**config.mk**
```make
export PLATFORM = sky130hd
export DESIGN_NAME = process1_monitor_ctrl_flat
export DESIGN_NICKNAME = d
export VERILOG_FILES = /design/src/rtl/process1_monitor_pkg.sv /design/src/rtl/process1_monitor_ctrl_if.sv /design/src/rtl/pr1_count_accum.sv /design/src/rtl/process1_monitor_ctrl.sv /design/src/flat_wrapper.sv
export SDC_FILE = /design/constraint.sdc
export NUM_CORES = 1
export LEC_CHECK = 0
export ABC_AREA = 1
export BUFFER_PORTS_ARGS = -buffer_cell sky130_fd_sc_hd__buf_2
export CORE_ASPECT_RATIO = 0.8
export CORE_MARGIN = 2
export CORE_UTILIZATION = 51
export DETAILED_ROUTE_END_ITERATION = 16
export HOLD_SLACK_MARGIN = 0.12
export PLACE_DENSITY = 0.74
export SYNTH_ARGS = -nofsm -noshare
export SYNTH_HDL_FRONTEND = slang
export SYNTH_HIERARCHICAL = 1
export SYNTH_SLANG_ARGS = --single-unit
```
**constraint.sdc**
```tcl
create_clock -name clock -period 3.3 [get_ports clock]
set_input_delay 0.165 -clock clock [delete_from_list [all_inputs] [get_ports clock]]
set_output_delay 0.165 -clock clock [all_outputs]
set_load 0.005 [all_outputs]
```
**src/rtl/process1_monitor_pkg.sv**
```systemverilog
// process1_monitor_pkg: shared widths and controller state encoding for the
// process monitor 1 sequencer.
package process1_monitor_pkg;
   localparam int PR1_NB_MONITOR = 14;
   localparam int PR1_COUNT_W = 16;
   localparam int PR1_TARGET_W = 4;
   localparam int PR1_CTRL_TIMEOUT_CYCLES = 1048576;
   localparam int PR1_CTRL_TMO_W = $clog2(PR1_CTRL_TIMEOUT_CYCLES + 1);
   typedef enum logic [2:0] {
      S_IDLE, S_SETUP, S_RUN, S_CAPTURE, S_HOLD, S_DRAIN, S_DONE
   } pr1_ctrl_state_e;
endpackage

```
**src/rtl/process1_monitor_ctrl_if.sv**
```systemverilog
// process1_monitor_ctrl_if: CSR-side request/result and monitor-side signals;
// master is the sequencer, slave is the CSR block plus monitor.
interface process1_monitor_ctrl_if
   import process1_monitor_pkg::*;
#(
   parameter int SAMPLE_W = 4
);
   localparam int SUM_W = PR1_COUNT_W + SAMPLE_W;
   logic                                start;
   logic                                abort;
   logic [PR1_TARGET_W-1:0]             target;
   logic [PR1_NB_MONITOR-1:0]           use_ro;
   logic [SAMPLE_W-1:0]                 num_samples;
   logic                                busy;
   logic                                done;
   logic                                err_timeout;
   logic                                res_valid;
   logic [PR1_NB_MONITOR*SUM_W-1:0]     res_count;
   logic                                pm_enable;
   logic [PR1_TARGET_W-1:0]             pm_target;
   logic [PR1_NB_MONITOR-1:0]           pm_use_ro;
   logic                                pm_valid;
   logic [PR1_NB_MONITOR*PR1_COUNT_W-1:0] pm_count;
   modport master (
      input  start, abort, target, use_ro, num_samples, pm_valid, pm_count,
      output busy, done, err_timeout, res_valid, res_count, pm_enable, pm_target, pm_use_ro
   );
   modport slave (
      output start, abort, target, use_ro, num_samples, pm_valid, pm_count,
      input  busy, done, err_timeout, res_valid, res_count, pm_enable, pm_target, pm_use_ro
   );
endinterface

```
**src/rtl/pr1_count_accum.sv**
```systemverilog
// pr1_count_accum: running sum for one oscillator; clear wins over add, and
// add only takes effect when the oscillator is selected.
module pr1_count_accum #(
   parameter int COUNT_W = 16,
   parameter int SUM_W = 20
) (
   input  logic               clock,
   input  logic               rst_n,
   input  logic               clr_i,
   input  logic               add_i,
   input  logic               use_i,
   input  logic [COUNT_W-1:0] count_i,
   output logic [SUM_W-1:0]   sum_o
);
   logic [SUM_W-1:0] sum_q, sum_d;
   always_comb sum_d = clr_i ? '0 : (add_i && use_i) ? sum_q + SUM_W'(count_i) : sum_q;
   always_ff @(posedge clock or negedge rst_n)
      if (!rst_n) sum_q <= '0;
      else sum_q <= sum_d;
   assign sum_o = sum_q;
endmodule

```
**src/rtl/process1_monitor_ctrl.sv**
```systemverilog
// process1_monitor_ctrl: runs the monitor enable/valid cycle num_samples times,
// sums per-oscillator counts and publishes them on success.
module process1_monitor_ctrl
   import process1_monitor_pkg::*;
#(
   parameter int SAMPLE_W = 4,
   parameter int SETUP_CYCLES = 4,
   parameter int HOLD_CYCLES = 4,
   parameter int TIMEOUT_CYCLES = 1048576
) (
   input logic clock,
   input logic rst_n,
   process1_monitor_ctrl_if.master bus
);
   localparam int SUM_W = PR1_COUNT_W + SAMPLE_W;
   localparam int CW = $clog2(TIMEOUT_CYCLES + 1);
   pr1_ctrl_state_e                 state_q, state_d;
   logic [CW-1:0]                   cnt_q, cnt_d;
   logic [SAMPLE_W-1:0]             nsmp_q, nsmp_d, smp_q, smp_d;
   logic                            busy_q, busy_d, done_q, done_d, err_q, err_d;
   logic                            rv_q, rv_d, en_q, en_d;
   logic [PR1_TARGET_W-1:0]         tgt_q, tgt_d;
   logic [PR1_NB_MONITOR-1:0]       use_q, use_d;
   logic [PR1_NB_MONITOR*SUM_W-1:0] res_q, res_d, acc;
   logic                            accept;
   assign accept = (state_q == S_IDLE) && bus.start;
   always_comb begin
      state_d = state_q;
      nsmp_d = nsmp_q;
      smp_d = smp_q;
      err_d = err_q;
      rv_d = rv_q;
      tgt_d = tgt_q;
      use_d = use_q;
      res_d = res_q;
      case (state_q)
         S_IDLE:
            if (bus.start) begin
               state_d = S_SETUP;
               tgt_d = bus.target;
               use_d = bus.use_ro;
               nsmp_d = (bus.num_samples == '0) ? SAMPLE_W'(1) : bus.num_samples;
               smp_d = '0;
               err_d = 1'b0;
               rv_d = 1'b0;
            end
         S_SETUP: state_d = bus.abort ? S_DRAIN : (cnt_q == CW'(SETUP_CYCLES - 1)) ? S_RUN : S_SETUP;
         S_RUN:
            // abort beats a coincident valid; valid beats a coincident timeout
            if (bus.abort) state_d = S_DRAIN;
            else if (bus.pm_valid) state_d = S_CAPTURE;
            else if (cnt_q == CW'(TIMEOUT_CYCLES - 1)) begin
               state_d = S_DRAIN;
               err_d = 1'b1;
            end
         S_CAPTURE: begin
            state_d = bus.abort ? S_DRAIN : S_HOLD;
            smp_d = smp_q + 1'b1;
         end
         S_HOLD:
            if (bus.abort) state_d = S_DRAIN;
            else if (cnt_q == CW'(HOLD_CYCLES - 1)) begin
               state_d = (smp_q == nsmp_q) ? S_DONE : S_RUN;
               res_d = (smp_q == nsmp_q) ? acc : res_q;
               rv_d = rv_q | (smp_q == nsmp_q);
            end
         S_DRAIN: state_d = (cnt_q == CW'(HOLD_CYCLES - 1)) ? S_DONE : S_DRAIN;
         S_DONE: state_d = S_IDLE;
         default: state_d = S_IDLE;
      endcase
      cnt_d = (state_d != state_q) ? '0 : cnt_q + 1'b1;
      busy_d = state_d inside {S_SETUP, S_RUN, S_CAPTURE, S_HOLD, S_DRAIN};
      done_d = state_d == S_DONE;
      en_d = state_d inside {S_RUN, S_CAPTURE};
   end
   always_ff @(posedge clock or negedge rst_n)
      if (!rst_n) begin
         state_q <= S_IDLE;
         cnt_q <= '0;
         nsmp_q <= '0;
         smp_q <= '0;
         busy_q <= 1'b0;
         done_q <= 1'b0;
         err_q <= 1'b0;
         rv_q <= 1'b0;
         en_q <= 1'b0;
         tgt_q <= '0;
         use_q <= '0;
         res_q <= '0;
      end else begin
         state_q <= state_d;
         cnt_q <= cnt_d;
         nsmp_q <= nsmp_d;
         smp_q <= smp_d;
         busy_q <= busy_d;
         done_q <= done_d;
         err_q <= err_d;
         rv_q <= rv_d;
         en_q <= en_d;
         tgt_q <= tgt_d;
         use_q <= use_d;
         res_q <= res_d;
      end
   for (genvar i = 0; i < PR1_NB_MONITOR; i++) begin : g_acc
      pr1_count_accum #(.COUNT_W(PR1_COUNT_W), .SUM_W(SUM_W)) u_acc (
         .clock(clock),
         .rst_n(rst_n),
         .clr_i(accept),
         .add_i(state_q == S_CAPTURE),
         .use_i(use_q[i]),
         .count_i(bus.pm_count[i*PR1_COUNT_W +: PR1_COUNT_W]),
         .sum_o(acc[i*SUM_W +: SUM_W])
      );
   end
   assign bus.busy = busy_q;
   assign bus.done = done_q;
   assign bus.err_timeout = err_q;
   assign bus.res_valid = rv_q;
   assign bus.res_count = res_q;
   assign bus.pm_enable = en_q;
   assign bus.pm_target = tgt_q;
   assign bus.pm_use_ro = use_q;
endmodule

```
**src/flat_wrapper.sv**
```systemverilog
// flat-port wrapper written by rule: the top's interface ports become plain ports
module process1_monitor_ctrl_flat import process1_monitor_pkg::*;
#(
   parameter int SAMPLE_W = 4,
   parameter int SETUP_CYCLES = 4,
   parameter int HOLD_CYCLES = 4,
   parameter int TIMEOUT_CYCLES = 1048576
)
  (clock, rst_n, bus_start, bus_abort, bus_target, bus_use_ro, bus_num_samples, bus_pm_valid, bus_pm_count, bus_busy, bus_done, bus_err_timeout, bus_res_valid, bus_res_count, bus_pm_enable, bus_pm_target, bus_pm_use_ro);
  process1_monitor_ctrl_if #(.SAMPLE_W(SAMPLE_W)) bus_i ();
  input logic clock;
  input logic rst_n;
  input wire logic [$bits(bus_i.start)-1:0] bus_start;
  input wire logic [$bits(bus_i.abort)-1:0] bus_abort;
  input wire logic [$bits(bus_i.target)-1:0] bus_target;
  input wire logic [$bits(bus_i.use_ro)-1:0] bus_use_ro;
  input wire logic [$bits(bus_i.num_samples)-1:0] bus_num_samples;
  input wire logic [$bits(bus_i.pm_valid)-1:0] bus_pm_valid;
  input wire logic [$bits(bus_i.pm_count)-1:0] bus_pm_count;
  output wire logic [$bits(bus_i.busy)-1:0] bus_busy;
  output wire logic [$bits(bus_i.done)-1:0] bus_done;
  output wire logic [$bits(bus_i.err_timeout)-1:0] bus_err_timeout;
  output wire logic [$bits(bus_i.res_valid)-1:0] bus_res_valid;
  output wire logic [$bits(bus_i.res_count)-1:0] bus_res_count;
  output wire logic [$bits(bus_i.pm_enable)-1:0] bus_pm_enable;
  output wire logic [$bits(bus_i.pm_target)-1:0] bus_pm_target;
  output wire logic [$bits(bus_i.pm_use_ro)-1:0] bus_pm_use_ro;
  assign bus_i.start = bus_start;
  assign bus_i.abort = bus_abort;
  assign bus_i.target = bus_target;
  assign bus_i.use_ro = bus_use_ro;
  assign bus_i.num_samples = bus_num_samples;
  assign bus_i.pm_valid = bus_pm_valid;
  assign bus_i.pm_count = bus_pm_count;
  assign bus_busy = bus_i.busy;
  assign bus_done = bus_i.done;
  assign bus_err_timeout = bus_i.err_timeout;
  assign bus_res_valid = bus_i.res_valid;
  assign bus_res_count = bus_i.res_count;
  assign bus_pm_enable = bus_i.pm_enable;
  assign bus_pm_target = bus_i.pm_target;
  assign bus_pm_use_ro = bus_i.pm_use_ro;
  process1_monitor_ctrl #(.SAMPLE_W(SAMPLE_W), .SETUP_CYCLES(SETUP_CYCLES), .HOLD_CYCLES(HOLD_CYCLES), .TIMEOUT_CYCLES(TIMEOUT_CYCLES)) u_core (.clock(clock), .rst_n(rst_n), .bus(bus_i));
endmodule
```
; ---- Word level (Yosys, flattened, before mapping)
; Index checks and enable logic that the tools add are counted.
[totals]
out_inout_bits = 303
reg_bits = 615
word_cells = 158
in_bits = 251
[op_classes]
n_eq_ne = 21
reduce_logical = 41
addsub = 16
mux = 52
n_bitwise = 2
[op_table]
columns = cell, n
row1 = 20-bit two-way mux, 28
row2 = 20-bit by 16-bit adder with 20-bit output, 14
row3 = 2-bit nonzero test, 18
row4 = 3-bit two-way mux, 8
row5 = "21-bit by 1-bit adder with 21-bit output, second input constant", 1
row6 = "21-bit by 2-bit == test with 1-bit output, second input constant", 1
row7 = "21-bit by 20-bit == test with 1-bit output, second input constant", 1
row8 = 21-bit two-way mux, 1
row9 = 3-bit one-hot mux with 6 select lines, 1
row10 = "3-bit == test, second input constant", 5
row11 = 1-bit logical AND, 15
row12 = "3-bit by 2-bit == test with 1-bit output, second input constant", 4
row13 = 4-bit two-way mux, 2
row14 = "2-bit inequality test, second input constant", 4
row15 = 4-bit one-hot mux with 2 select lines, 1
row16 = 4-bit AND reduction, 2
row17 = 1-bit two-way mux, 7
row18 = "3-bit by 1-bit == test with 1-bit output, second input constant", 2
row19 = 5-bit AND reduction, 1
row20 = 5-bit nonzero test, 1
row21 = "4-bit by 1-bit adder with 4-bit output, second input constant", 1
row22 = 4-bit == test, 1
row23 = 4-bit logical NOT, 1
row24 = 2-bit two-way mux, 2
row25 = other kinds (7), 10

; ---- Logic depth before layout (Yosys ltp)
[depth]
depth_word = 7
depth_mapped = 14
mapped_depth_nobuf = 13

; ---- Hierarchy
; The synthesis kept the hierarchy.
[by_module_without_submodules]
columns = module, seq_area_each_um2, cells_each, area_each_um2, n_inst
row1 = process1_monitor_ctrl, 8383.0, 954, 13965.9, 1
row2 = pr1_count_accum (u_core.g_acc[0].u_acc ...), 500.5, 284, 1836.8, 7
row3 = pr1_count_accum (u_core.g_acc[5].u_acc ...), 500.5, 284, 1829.3, 5
row4 = pr1_count_accum (u_core.g_acc[10].u_acc ...), 500.5, 283, 1841.8, 2

; ---- Least setup slack after synthesis
; OpenSTA, ideal clock, no wires.
[synth_path]
path_kind = flip-flop to flip-flop
startpoint = register u_core.state_q[1]
endpoint = register u_core.g_acc[12].u_acc.sum_q[1]
t_required_ps = 3179
stages_incl_launch_ff = 9
slack_ps = 382
setup_time_ps = 121
period_less_slack_ps = 2918
path_buffers = 3
arrival_ps = 2797
cell_sequence = dfrtp_1 buf_2 nor2_1 nand3_1 inv_1 clkbuf_1 nor2_1 clkbuf_1 a22o_1
[synth_between]
elab_chain_len = 3
elab_cells_between_ends = 6
classes_between = eq/ne: 1 / mux: 1 / reduce/logical: 4
[synth_rtl]
columns = element, line
row1 = start: declaration, process1_monitor_ctrl.sv:17  ; pr1_ctrl_state_e state_q, state_d;
row2 = start signal: assignment, process1_monitor_ctrl.sv:91  ; state_q <= state_d;
row3 = 3-bit logical NOT *, process1_monitor_ctrl.sv:26  ; assign accept = (state_q == S_IDLE) && bus.start;
row4 = 1-bit logical AND *, process1_monitor_ctrl.sv:26
row5 = net u_core.accept, process1_monitor_ctrl.sv:25  ; logic accept;
row6 = 20-bit two-way mux / 2-bit nonzero test (equally long branches), -
row7 = end signal: assignment, pr1_count_accum.sv:19  ; else sum_q <= sum_d;
row8 = end: declaration, pr1_count_accum.sv:15  ; logic [SUM_W-1:0] sum_q, sum_d;
; Mark *: on every way through the listed nets, which the timed path passes. The rest lies on a longest branch.
; A chain may end at the register's enable or synchronous reset.

; ---- Worst setup path in the final report
[layout_path]
startpoint = register u_core.state_q[2]
endpoint = register u_core.g_acc[5].u_acc.sum_q[8]
[layout_between]
elab_chain_len = 3
elab_cells_between_ends = 6
classes_between = eq/ne: 1 / mux: 1 / reduce/logical: 4
[layout_rtl]
columns = element, line
row1 = 3-bit by 2-bit == test with 1-bit output / 3-bit logical NOT (equally long branches), "process1_monitor_ctrl.sv:109, process1_monitor_ctrl.sv:26"
row2 = "1-bit logical AND, on equally long branches", "pr1_count_accum.sv:16, process1_monitor_ctrl.sv:26"
row3 = 2-bit nonzero test (no line) / 20-bit two-way mux (equally long branches), -
row4 = end signal: assignment, pr1_count_accum.sv:19
row5 = end: declaration, pr1_count_accum.sv:15
; Parallel ways exist; a longest one is shown, timed or not.

==> metrics.yaml <==
layout:
  fin_nets: 6273
  drive_gt1_frac: 0.222
  syn2layout_area_growth_pct: 22.6
  seqCellArea_um2: 15400
  fill_cells: 6609
  multi_input_area_um2: 22000
route:
  wire_per_inst_um: 16.6
  vias: 36100
  met1Wirelength_um: 52000
  dr_wl_met2_um: 52100
  drc: 0
  ant_nets: 1
  vias_per_cell: 5.26
  drt_iter0_drc: 2813
  first_pass_iters: 6
  wl_um: 114000
  top_layer: "met5"
  dr_wl_met3_um: 6870
clock_network:
  post_cts_buffers: 0
  htreeDepth: 3
  cts_tree: "built"
  clock_latency_ps: 630
  ctsLongestPathBuffers: 3
  root_buffer: "clkbuf_16"
  clk_pin_slew_ps: 60
  numCtsBuffers: 69
  hold_buffers: 241
  clkSinkCount: 615
  cts_resized: 0
logic_synthesis:
  synthFlopType: "dfrtp_1"
  synth_warnings: 6
  yosysTopAreaCellShare: 0.388
  ys_seq_elements: 615
  ys_async_sr_fraction: 1.00
  syn_avg_cell_area_um2: 8.05
  synth_edf_count: 0
  yosysUniqueCellTypes: 41
  syn_nets: 5419
  ys_seq_area_frac: 0.388
  syn_area_um2: 39700
  synth_cells: 4928
  synth_area_leaders: "dfrtp_1, nand2_1, mux2_4"
  synth_top_cell_by_area: "dfrtp_1"
floorplanning:
  die-area_um2: 80000
  ios: 554
  core-area_um2: 77100
  die_x_um: 316
  start_util: 0.514
  die_h_um: 253
  rows: 91
worst_setup_path:
  crit_required_ps: 3810
  worstSetupStartpointType: "register"
  crit_fanout: 14
  worstSetupPathType: "register to register"
  cp.arrival_ps: 3100
  crit_path_end_kind: "register"
global_route:
  grt_max_degree: 91
  grt_pass1_vias: 34800
  gr-usage-all-layers: 0.281
  overflow: 0
  grt_pass1_wl_um: 182000
  antenna_found_initial: 13
placed_design:
  dp_hpwl_um: 86100
  place_congestion: 0.965
  port_buffers: 553
pwr:
  powerDensity_nw_per_um2: 498
  power_leakage_nw: 27.9
  fin_total_pwr_mw: 24.2
  peakVddDrop_mv: 0.466
sta:
  min_period_ps: 2590
  hold_viol_final: 0
  fin_worst_skew_ps: 29.5
  rsz0062_at_grt: "no"
  tightestPinTransition_ps: 892
  slew_viol_final: 0
  fmax_mhz: 386
  setup_tns_ps: 0
  period_share: 0.785
  relSlewSlack: 0.405
  setup_violations: 0
job:
  maxCapViolations: 0
run_status:
  violations: "antenna violations"
  status: "finished, violations left"
worst_hold_path:
  hold_path.class: "primary input to register"
-- synth_stat cells, types with 8 or more instances --
master / instances
nor3b_2: 14
inv_1: 485
nand2_1: 1560
nand3b_1: 28
nand3_2: 52
nor2_2: 71
nand3_1: 297
o21ai_2: 14
nand2_2: 103
a21oi_2: 28
a32o_1: 14
fa_1: 14
o21bai_1: 17
nor2_1: 380
mux2_2: 80
and2_1: 28
o21ai_1: 43
mux2_4: 200
a21oi_1: 298
a22o_1: 28
clkbuf_1: 17
nor3_1: 30
ha_1: 226
o21ai_0: 171
buf_2: 25
buf_6: 22
dfrtp_1: 615
xor2_1: 9
nand4_1: 16
a31oi_1: 15
inv_2: 8
-- report_power, final --
part           leakage (nW)  switching, mW  internal (mW)  total, mW
sequential             8.50          0.711           8.27       8.98
clock                  1.13           3.25           4.66       7.90
combinational          18.3           4.73           2.61       7.34
total                  27.9           8.69           15.5       24.2
-- worst max-delay path, stage by stage (launching register included) --
cell      delay [ps]
dfrtp_1          410
inv_1            150
nand3_2          120
clkinv_2         340
buf_4            360
nor2_1           530
buf_4            290
nand2_1           70
o21ai_0          190
-- flip-flops by register name (all words and copies together) (netlist names), 3 cells and up --
| signal | flops |
|---|---|
| u_core/bus.res_count | 280 |
| u_core/cnt_q | 21 |
| u_core/bus.pm_target | 4 |
| u_core/bus.pm_use_ro | 14 |
| u_core/g_acc.u_acc/sum_o | 280 |
| u_core/state_q | 3 |
| u_core/smp_q | 4 |
| u_core/nsmp_q | 4 |
-- per-layer routing --
metal / up-vias / track usage
li1: 17900 / -
met1: 17000 / 0.390
met2: 1069 / 0.448
met3: 188 / 0.0450
met4: 6 / 0.0909
met5: - / 0
-- cells by family (layout without fill, tap and decap cells) --
group                    after synthesis  in the layout  synth area share
AND/OR/NAND/NOR                     2583           2583             0.283
AO/OA/AOI/OAI                        634            634            0.0903
flip-flops                           615            615             0.388
buffers and inverters                560           1466            0.0582
multiplexers                         280            280            0.0984
adder cells (fa/ha/maj)              240            240            0.0784
XOR/XNOR                              16             16           0.00353
other                                  0             17                 0
-- metrics by stage --
| step | util | instance area [um^2] | instances | setup slack [ps] | hold WS, ps |
|---|---|---|---|---|---|
| after CTS | 0.630 | 48600 | 6857 | 733 | 123 |
| after floorplan | - | 39700 | 4928 | 382 | -131 |
| after detailed placement | 0.569 | 43800 | 6493 | 766 | 271 |
| final | 0.630 | 48600 | 6874 | 711 | 145 |
| after global placement | 0.569 | 43800 | 6493 | 771 | 281 |
| after global routing | 0.630 | 48600 | 6867 | 489 | 178 |
-- area by class of cell --
type | instances | share of cell area
multi-input cells | 3753 | 0.452
flip-flops and latches | 615 | 0.317
repair buffers | 850 | 0.119
clock buffers | 94 | 0.0404
inverters | 493 | 0.0381
well taps | 1023 | 0.0263
clock inverters | 29 | 0.00700
diodes | 17 | 0.000875
-- worst paths after layout --
path	startpoint	to	slack [ps]	depth (start not counted)
worst max-delay path	u_core/state_q[2]$_DFF_PN0_	u_core/g_acc[5].u_acc/sum_o[8]$_DFFE_PN0P_	710	8
worst min-delay path	bus_pm_count[130]	u_core/g_acc[8].u_acc/sum_o[2]$_DFFE_PN0P_	150	4
worst max register to register	u_core/state_q[2]$_DFF_PN0_	u_core/g_acc[5].u_acc/sum_o[8]$_DFFE_PN0P_	710	8
worst min register to register	u_core/cnt_q[0]$_DFF_PN0_	u_core/cnt_q[0]$_DFF_PN0_	470	1
max in group asynchronous	rst_n	u_core/g_acc[5].u_acc/sum_o[6]$_DFFE_PN0P_	2120	3
min in group asynchronous	rst_n	u_core/bus.res_count[205]$_DFFE_PN0P_	180	2
-- cell usage in the layout (no fill, tap or decap), types with 103 or more instances in the layout --
| master | n |
|---|---|
| nor2_1 | 380 |
| nand3_1 | 296 |
| nand2_2 | 103 |
| inv_1 | 484 |
| mux2_4 | 200 |
| a21oi_1 | 298 |
| buf_2 | 552 |
| ha_1 | 226 |
| nand2_1 | 1560 |
| o21ai_0 | 171 |
| dfrtp_1 | 615 |
| dlygate4sd3_1 | 241 |
Note: power is estimated with default switching activity, not from simulation.
